$ cat src/rtl/posit_op_pkg.sv
// posit_op_pkg: shared op codes, register map, status bit indices and FSM states for posit_op_ctrl
//   OP_*      : CMD op field encoding (0 = none, 1 = add, 2 = mul, 3 = div)
//   ADDR_*    : register offsets decoded from addr[4:0]
//   ST_*      : STATUS register bit positions
//   be_merge  : byte-enable merge of a bus write into a 32-bit register image
package posit_op_pkg;

    typedef enum logic [1:0] {
        OP_NONE = 2'd0,
        OP_ADD  = 2'd1,
        OP_MUL  = 2'd2,
        OP_DIV  = 2'd3
    } op_e;

    typedef enum logic [1:0] {
        S_IDLE,
        S_ISSUE,
        S_WAIT
    } ctrl_state_e;

    localparam logic [4:0] ADDR_A    = 5'h00;
    localparam logic [4:0] ADDR_B    = 5'h04;
    localparam logic [4:0] ADDR_CMD  = 5'h08;
    localparam logic [4:0] ADDR_RES  = 5'h0C;
    localparam logic [4:0] ADDR_STAT = 5'h10;

    localparam int ST_BUSY = 0;
    localparam int ST_DONE = 1;
    localparam int ST_INF  = 2;
    localparam int ST_ZERO = 3;
    localparam int ST_TOUT = 4;
    localparam int ST_ERR  = 5;

    function automatic logic [31:0] be_merge(input logic [31:0] old_v, input logic [31:0] new_v,
                                             input logic [3:0] be);
        logic [31:0] r;
        r = old_v;
        for (int i = 0; i < 4; i++)
            if (be[i]) r[8*i +: 8] = new_v[8*i +: 8];
        return r;
    endfunction

endpackage

$ cat src/rtl/posit_op_ctrl.sv
// posit_op_ctrl: memory-mapped sequencer issuing one posit add/mul/div operation at a time
//   clk_i, rst_i                   : clock, synchronous active-high reset
//   req_i/we_i/be_i/addr_i/wdata_i : bus request (addr_i[4:0] decoded)
//   rvalid_o/rdata_o               : registered response, one cycle after req_i
//   op_a_o/op_b_o                  : operands straight from the A/B registers
//   unit_start_o                   : one-hot start {div, mul, add}, held until done/timeout
//   unit_done_i, *_res_i           : per-unit completion and results
//   unit_inf_i/unit_zero_i         : per-unit result flags
module posit_op_ctrl
    import posit_op_pkg::*;
#(
    parameter int N       = 32,
    parameter int TIMEOUT = 64,
    parameter int CW      = 7
) (
    input  logic          clk_i,
    input  logic          rst_i,
    input  logic          req_i,
    input  logic          we_i,
    input  logic [3:0]    be_i,
    input  logic [31:0]   addr_i,
    input  logic [31:0]   wdata_i,
    output logic          rvalid_o,
    output logic [31:0]   rdata_o,
    output logic [N-1:0]  op_a_o,
    output logic [N-1:0]  op_b_o,
    output logic [2:0]    unit_start_o,
    input  logic [2:0]    unit_done_i,
    input  logic [N-1:0]  add_res_i,
    input  logic [N-1:0]  mul_res_i,
    input  logic [N-1:0]  div_res_i,
    input  logic [2:0]    unit_inf_i,
    input  logic [2:0]    unit_zero_i
);

    ctrl_state_e    state_q, state_d;
    op_e            op_q, op_d;
    logic [N-1:0]   a_q, a_d, b_q, b_d, res_q, res_d;
    logic           done_q, done_d, inf_q, inf_d, zero_q, zero_d, to_q, to_d, err_q, err_d;
    logic [CW-1:0]  cnt_q, cnt_d;
    logic           rvalid_q;
    logic [31:0]    rdata_q, rdata_d;

    logic [4:0]     addr;
    logic           wr, rd, busy, sel_done, sel_inf, sel_zero, prot_wr;
    logic [2:0]     op_oh;
    logic [N-1:0]   sel_res;
    logic [5:0]     status;
    logic           unused_addr;

    assign addr        = addr_i[4:0];
    assign unused_addr = ^addr_i[31:5];
    assign wr          = req_i & we_i;
    assign rd          = req_i & ~we_i;
    assign busy        = state_q != S_IDLE;
    // Only the selected unit's signals matter; the other units' done/flags are ignored.
    assign op_oh    = {op_q == OP_DIV, op_q == OP_MUL, op_q == OP_ADD};
    assign sel_done = |(unit_done_i & op_oh);
    assign sel_inf  = |(unit_inf_i & op_oh);
    assign sel_zero = |(unit_zero_i & op_oh);
    assign sel_res  = op_q == OP_ADD ? add_res_i : op_q == OP_MUL ? mul_res_i : div_res_i;
    assign prot_wr  = wr && (addr == ADDR_A || addr == ADDR_B || addr == ADDR_CMD);
    assign status   = {err_q, to_q, zero_q, inf_q, done_q, busy};

    assign unit_start_o = busy ? op_oh : 3'b000;
    assign op_a_o       = a_q;
    assign op_b_o       = b_q;
    assign rvalid_o     = rvalid_q;
    assign rdata_o      = rdata_q;

    always_comb begin
        state_d = state_q;
        op_d    = op_q;
        a_d     = a_q;
        b_d     = b_q;
        res_d   = res_q;
        done_d  = done_q;
        inf_d   = inf_q;
        zero_d  = zero_q;
        to_d    = to_q;
        err_d   = err_q;
        cnt_d   = cnt_q;
        rdata_d = '0;
        if (rd)
            rdata_d = addr == ADDR_A    ? 32'(a_q)   :
                      addr == ADDR_B    ? 32'(b_q)   :
                      addr == ADDR_RES  ? 32'(res_q) :
                      addr == ADDR_STAT ? 32'(status) : 32'h0;
        if (rd && addr == ADDR_RES) begin
            done_d = 1'b0;
            inf_d  = 1'b0;
            zero_d = 1'b0;
            to_d   = 1'b0;
        end
        if (prot_wr && busy)
            err_d = 1'b1;
        else if (wr && addr == ADDR_A)
            a_d = N'(be_merge(32'(a_q), wdata_i, be_i));
        else if (wr && addr == ADDR_B)
            b_d = N'(be_merge(32'(b_q), wdata_i, be_i));
        else if (wr && addr == ADDR_CMD && be_i[0]) begin
            if (op_e'(wdata_i[1:0]) == OP_NONE)
                err_d = 1'b1;
            else begin
                err_d   = 1'b0;
                op_d    = op_e'(wdata_i[1:0]);
                done_d  = 1'b0;
                inf_d   = 1'b0;
                zero_d  = 1'b0;
                to_d    = 1'b0;
                state_d = S_ISSUE;
            end
        end
        // Completion/timeout is evaluated after the RESULT-read clear so a same-cycle
        // read cannot wipe the freshly set flags.
        if (state_q == S_ISSUE) begin
            cnt_d   = '0;
            state_d = S_WAIT;
        end else if (state_q == S_WAIT) begin
            if (sel_done) begin
                res_d   = sel_res;
                inf_d   = sel_inf;
                zero_d  = sel_zero;
                done_d  = 1'b1;
                state_d = S_IDLE;
            end else if (cnt_q == CW'(TIMEOUT - 1)) begin
                res_d   = '0;
                to_d    = 1'b1;
                state_d = S_IDLE;
            end else
                cnt_d = cnt_q + 1'b1;
        end
    end

    always_ff @(posedge clk_i) begin
        if (rst_i) begin
            state_q  <= S_IDLE;
            op_q     <= OP_NONE;
            a_q      <= '0;
            b_q      <= '0;
            res_q    <= '0;
            done_q   <= 1'b0;
            inf_q    <= 1'b0;
            zero_q   <= 1'b0;
            to_q     <= 1'b0;
            err_q    <= 1'b0;
            cnt_q    <= '0;
            rvalid_q <= 1'b0;
            rdata_q  <= '0;
        end else begin
            state_q  <= state_d;
            op_q     <= op_d;
            a_q      <= a_d;
            b_q      <= b_d;
            res_q    <= res_d;
            done_q   <= done_d;
            inf_q    <= inf_d;
            zero_q   <= zero_d;
            to_q     <= to_d;
            err_q    <= err_d;
            cnt_q    <= cnt_d;
            rvalid_q <= req_i;
            rdata_q  <= rdata_d;
        end
    end

endmodule

$ cat config.mk
export PLATFORM = sky130hd
export DESIGN_NAME = posit_op_ctrl
export DESIGN_NICKNAME = d
export VERILOG_FILES = /design/src/rtl/posit_op_pkg.sv /design/src/rtl/posit_op_ctrl.sv
export SDC_FILE = /design/constraint.sdc
export NUM_CORES = 1
export LEC_CHECK = 0
export CAP_MARGIN = 0
export CORE_MARGIN = 2
export CORE_UTILIZATION = 44
export CTS_CLUSTER_DIAMETER = 30
export DETAILED_ROUTE_END_ITERATION = 10
export PLACE_DENSITY = 0.9
export SYNTH_ARGS = -nofsm -noshare
export SYNTH_HDL_FRONTEND = slang
export SYNTH_SLANG_ARGS = --single-unit
$ cat constraint.sdc
create_clock -name clk_i -period 2.4 [get_ports clk_i]
set_input_delay 0.36 -clock clk_i [delete_from_list [all_inputs] [get_ports clk_i]]
set_output_delay 0.36 -clock clk_i [all_outputs]
set_load 0.05 [all_outputs]
### Word-level counts from Yosys, hierarchy flattened

Cells that the tools add are included.

* register bits: 145
* input bits: 177
* output and inout bits: 100
* word-level logic and storage cells: 138

* add/sub/neg operators: 1
* eq/ne operators: 12
* mux-type cells: 60
* bitwise gates (word level): 14
* reductions and logical operators: 31

Operators with widths (number)
* $mux W32: 7
* $mux W1: 42
* $reduce_and A3 Y1: 7
* $mux W2: 9
* $reduce_and A4 Y1: 4
* $eq A5 B4 Y1 const B: 2
* $and A3 B3 Y3: 3
* $not A1 Y1: 9
* $reduce_or A3 Y1: 3
* $add A7 B1 Y7 const B: 1
* $eq A7 B6 Y1 const B: 1
* $logic_and A1 B1 Y1: 7
* $eq A2 B2 Y1 const B: 3
* $mux W6: 1
* $reduce_bool A2 Y1: 3
* $eq A5 B3 Y1 const B: 1
* $eq A5 B5 Y1 const B: 1
* $logic_not A5 Y1: 1
* $reduce_and A5 Y1: 1
* $eq A2 B1 Y1 const B: 2
* $ne A2 B2 Y1 const B: 2
* $reduce_or A2 Y1: 2
* $mux W3: 1
* $and A1 B1 Y1: 2
* 2 further kinds: 3

### Longest topological paths before layout

* word-level depth: 13
* gate-level depth with buffers: 7
* depth with buffers taken out: 5

### Worst setup path before layout

No wires, ideal clock.

* path kind: reg-to-output
* start: reg op_q[1]
* end: out unit_start_o[1]
* arrival time: 1859 ps
* required time: 2040 ps
* path slack: 181 ps
* cell stages (with the launch flop): 6
* path buffers: 3
* path through: dfxtp_1 > buf_2 > clkbuf_1 > clkbuf_1 > o21ai_0 > nor2_1

* word-level cells in the longest chain between the ends: 2

RTL lines
* start: declaration: RTL line posit_op_ctrl.sv:37 `op_e op_q, op_d;`
* start signal: assignment: RTL line posit_op_ctrl.sv:152 `op_q <= op_d;`
* $eq A2 B2 Y1: RTL line posit_op_ctrl.sv:57 `assign op_oh = {op_q == OP_DIV, op_q == OP_MUL, op_q == OP_ADD};`
* $mux W3: RTL line posit_op_ctrl.sv:65 `assign unit_start_o = busy ? op_oh : 3'b000;`
* end: declaration: RTL line posit_op_ctrl.sv:27 `output logic [2:0] unit_start_o,`

No other way between the ends.

### Worst setup path after layout

* start: reg op_q[0]
* end: out unit_start_o[0]

* word-level cells in the longest chain between the ends: 2

RTL lines (RTL line)
* $eq A2 B1 Y1: posit_op_ctrl.sv:57
* $mux W3: posit_op_ctrl.sv:65

No other way between the ends.

==> impl_metrics.ini <==
[status]
outcome = finished, final reports clean

[yosys]
synth.distinct_cells = 48
yosysTopAreaCell = dfxtp_1
ys_ff_latch = 145
synth-warning-count = 0
synthTopCellsByCount = 145 x dfxtp_1, 87 x a21oi_1, 87 x nand2_1
ys.flop_type = dfxtp_1
synth_top_area_frac = 0.428
post_synth.cell_area_avg_um2 = 8.47
synth_nets = 980
synth-edff-count = 0
syn-cell-area_um2 = 6790
seq_area_frac_synth = 0.428
async_reset_ff_frac = 0
yosysMostFrequentCell = dfxtp_1
synthCells = 802
yosys-top-cells-area = dfxtp_1 43%, mux2i_1 12%, a21oi_1 6.4%

[worst_setup_path]
critPathRequiredTime_ps = 2040
arrival_ps = 1710
cp_common_cell = buf_12
path_delay_family = buffers and inverters
worst_setup_path_start_kind = flip-flop
path_cells = buf_12, inv_1, nor2_1, o21a_1, buf_12
cpPeakStageDelay_ps = 390
cp_max_fo = 42
crit_buf_inv = 3
crit_type = flip-flop to primary output
slowest_stage = dfxtp_4
crit_path_end_kind = primary output

[power_and_ir_drop]
ir_drop_mv = 0.493
p_sw_frac = 0.216
total_power_mw = 5.65
p_per_area_nw_per_um2 = 557
p_clk_frac = 0.488
p_switching_mw = 1.22
p_int_mw = 4.43
seq_power_share = 0.427
p_leak_nw = 3.75
combPwrFrac = 0.085

[cts]
cts_post_setup_buffers_inserted = 0
cts_max_path_buffers = 2
clockRootBuffer = clkbuf_16
cts_tree = built
clock_latency_ps = 420
clk_pin_slew_ps = 60
clkSinkCount = 145
numCtsBuffers = 17
cts_resized = 0
postCtsHoldBufs = 0
htree_num_levels = 4

[sta]
finClkSkew_ps = 12.6
setup_viol = 0
rsz0062_at_grt = no
drv_slew = 0
maxSlewHeadroom = 0.428
fin_setup_tns_ps = 0
max_freq_mhz = 482
fin_hold_ws_ps = 405
worstMarginPinSlew_ps = 858
hold_viol = 0
fin_crit_sh = 0.864
fin_crit_ps = 2070

[placed_design]
place_area_um2 = 9530
portBuffers = 249
gp_congestion = 0.856
place_inst = 1208
dpl.hpwl_um = 15200

[routing]
firstDrtPassIters = 5
wire_per_inst_um = 17.4
drt_iter0_markers = 334
via_count = 6690
wl_um = 21600
drc = 0
vias_per_cell = 5.40
ant_nets = 0

[layout]
syn_to_final_growth_pct = 49.4
drive_above_1_share = 0.105
final_design_area_no_fill_um2 = 10100
fin_nets = 1217
fin_cells = 1239
num_antenna_cells = 0

[die]
core-area_um2 = 15100
rows = 45
fp.dieW_um = 128
dieArea_um2 = 16400
io_pins = 277
start_util = 0.448
die_h_um = 128

[global_routing]
grt_usage = 0.262
grt_overflow = 0
grt_pass1_wl_um = 33800
grt_pass1_vias = 6698
antenna_found_initial = 0
grt_max_degree = 43

[flow_run]
drv_cap = 0

[hold_path]
hold_class = input pin to flip-flop
-- path summary, 6_finish.rpt --
path / start / end / slack (ps) / cells past startpoint
worst max-delay path: op_q[0] / unit_start_o[0] / 330 / 5
worst min-delay path: rst_i / op_a_o[31] / 400 / 2
worst max register to register: cnt_q[0] / res_q[15] / 330 / 6
worst min register to register: res_q[10] / res_q[10] / 460 / 2
-- sequential cells by signal (all words and copies together) (netlist names) --
name,count
rvalid_o,1
state_q,2
zero_q,1
to_q,1
done_q,1
err_q,1
cnt_q,7
op_a_o,32
inf_q,1
op_b_o,32
rdata_o,32
res_q,32
op_q,2
-- cell families (layout without fill, tap and decap cells) --
group | after synthesis | after routing | share of synthesized area
and+or+nand+nor | 239 | 239 | 0.156
AOI/OAI and AO/OA | 181 | 181 | 0.162
DFF | 145 | 145 | 0.428
buffers and inverters | 120 | 369 | 0.0737
muxes | 116 | 116 | 0.179
adders and majority gates | 1 | 1 | 0.00184
-- power by group through the flow --
stage	combinational (mW)	clock, mW	sequential, mW
floorplan	0.134	0	2.48
global placement	0.464	0	2.47
detailed placement	0.474	0	2.47
CTS	0.478	2.79	2.41
global route	0.510	2.91	2.41
finish	0.478	2.76	2.41
-- metrics by stage --
step	util	worst slack (ps)
after floorplan	-	181
after global placement	0.629	195
after detailed placement	0.629	126
after CTS	0.670	317
after global routing	0.670	131
final	0.670	327
-- routing by layer --
layer	track usage	routed length, um
met1	0.296	8550
met2	0.460	10900
met3	0.0722	1420
met4	0.119	736
met5	0	0
-- cell usage in the layout (no fill, tap or decap), types with 3 or more instances in the layout --
cell and n:
a21o_1 3, a21oi_1 87, a221oi_1 5, and4_1 3, buf_12 6, buf_4 25
bufinv_16 4, clkbuf_16 17, clkdlybuf4s50_1 244, clkinv_2 5, dfxtp_1 143, inv_1 61
inv_6 3, mux2_2 34, mux2i_1 81, nand2_1 87, nand2b_1 3, nand3_1 3
nand4_1 4, nand4b_1 3, nor2_1 86, nor2b_1 4, nor3_1 30, o211ai_1 32
o21ai_0 8, o21ai_1 28, o31ai_1 3, or4_1 4
-- cell type report --
type	instances	area, um^2
Clock buffer	17	425
Clock inverter	14	186
Fill cell	1186	5000
Inverter	61	229
Multi-Input combinational cell	537	3400
Sequential cell	145	2910
Tap cell	188	235
Timing Repair Buffer	277	2760
No activity file was read; power rests on OpenSTA's default activity.
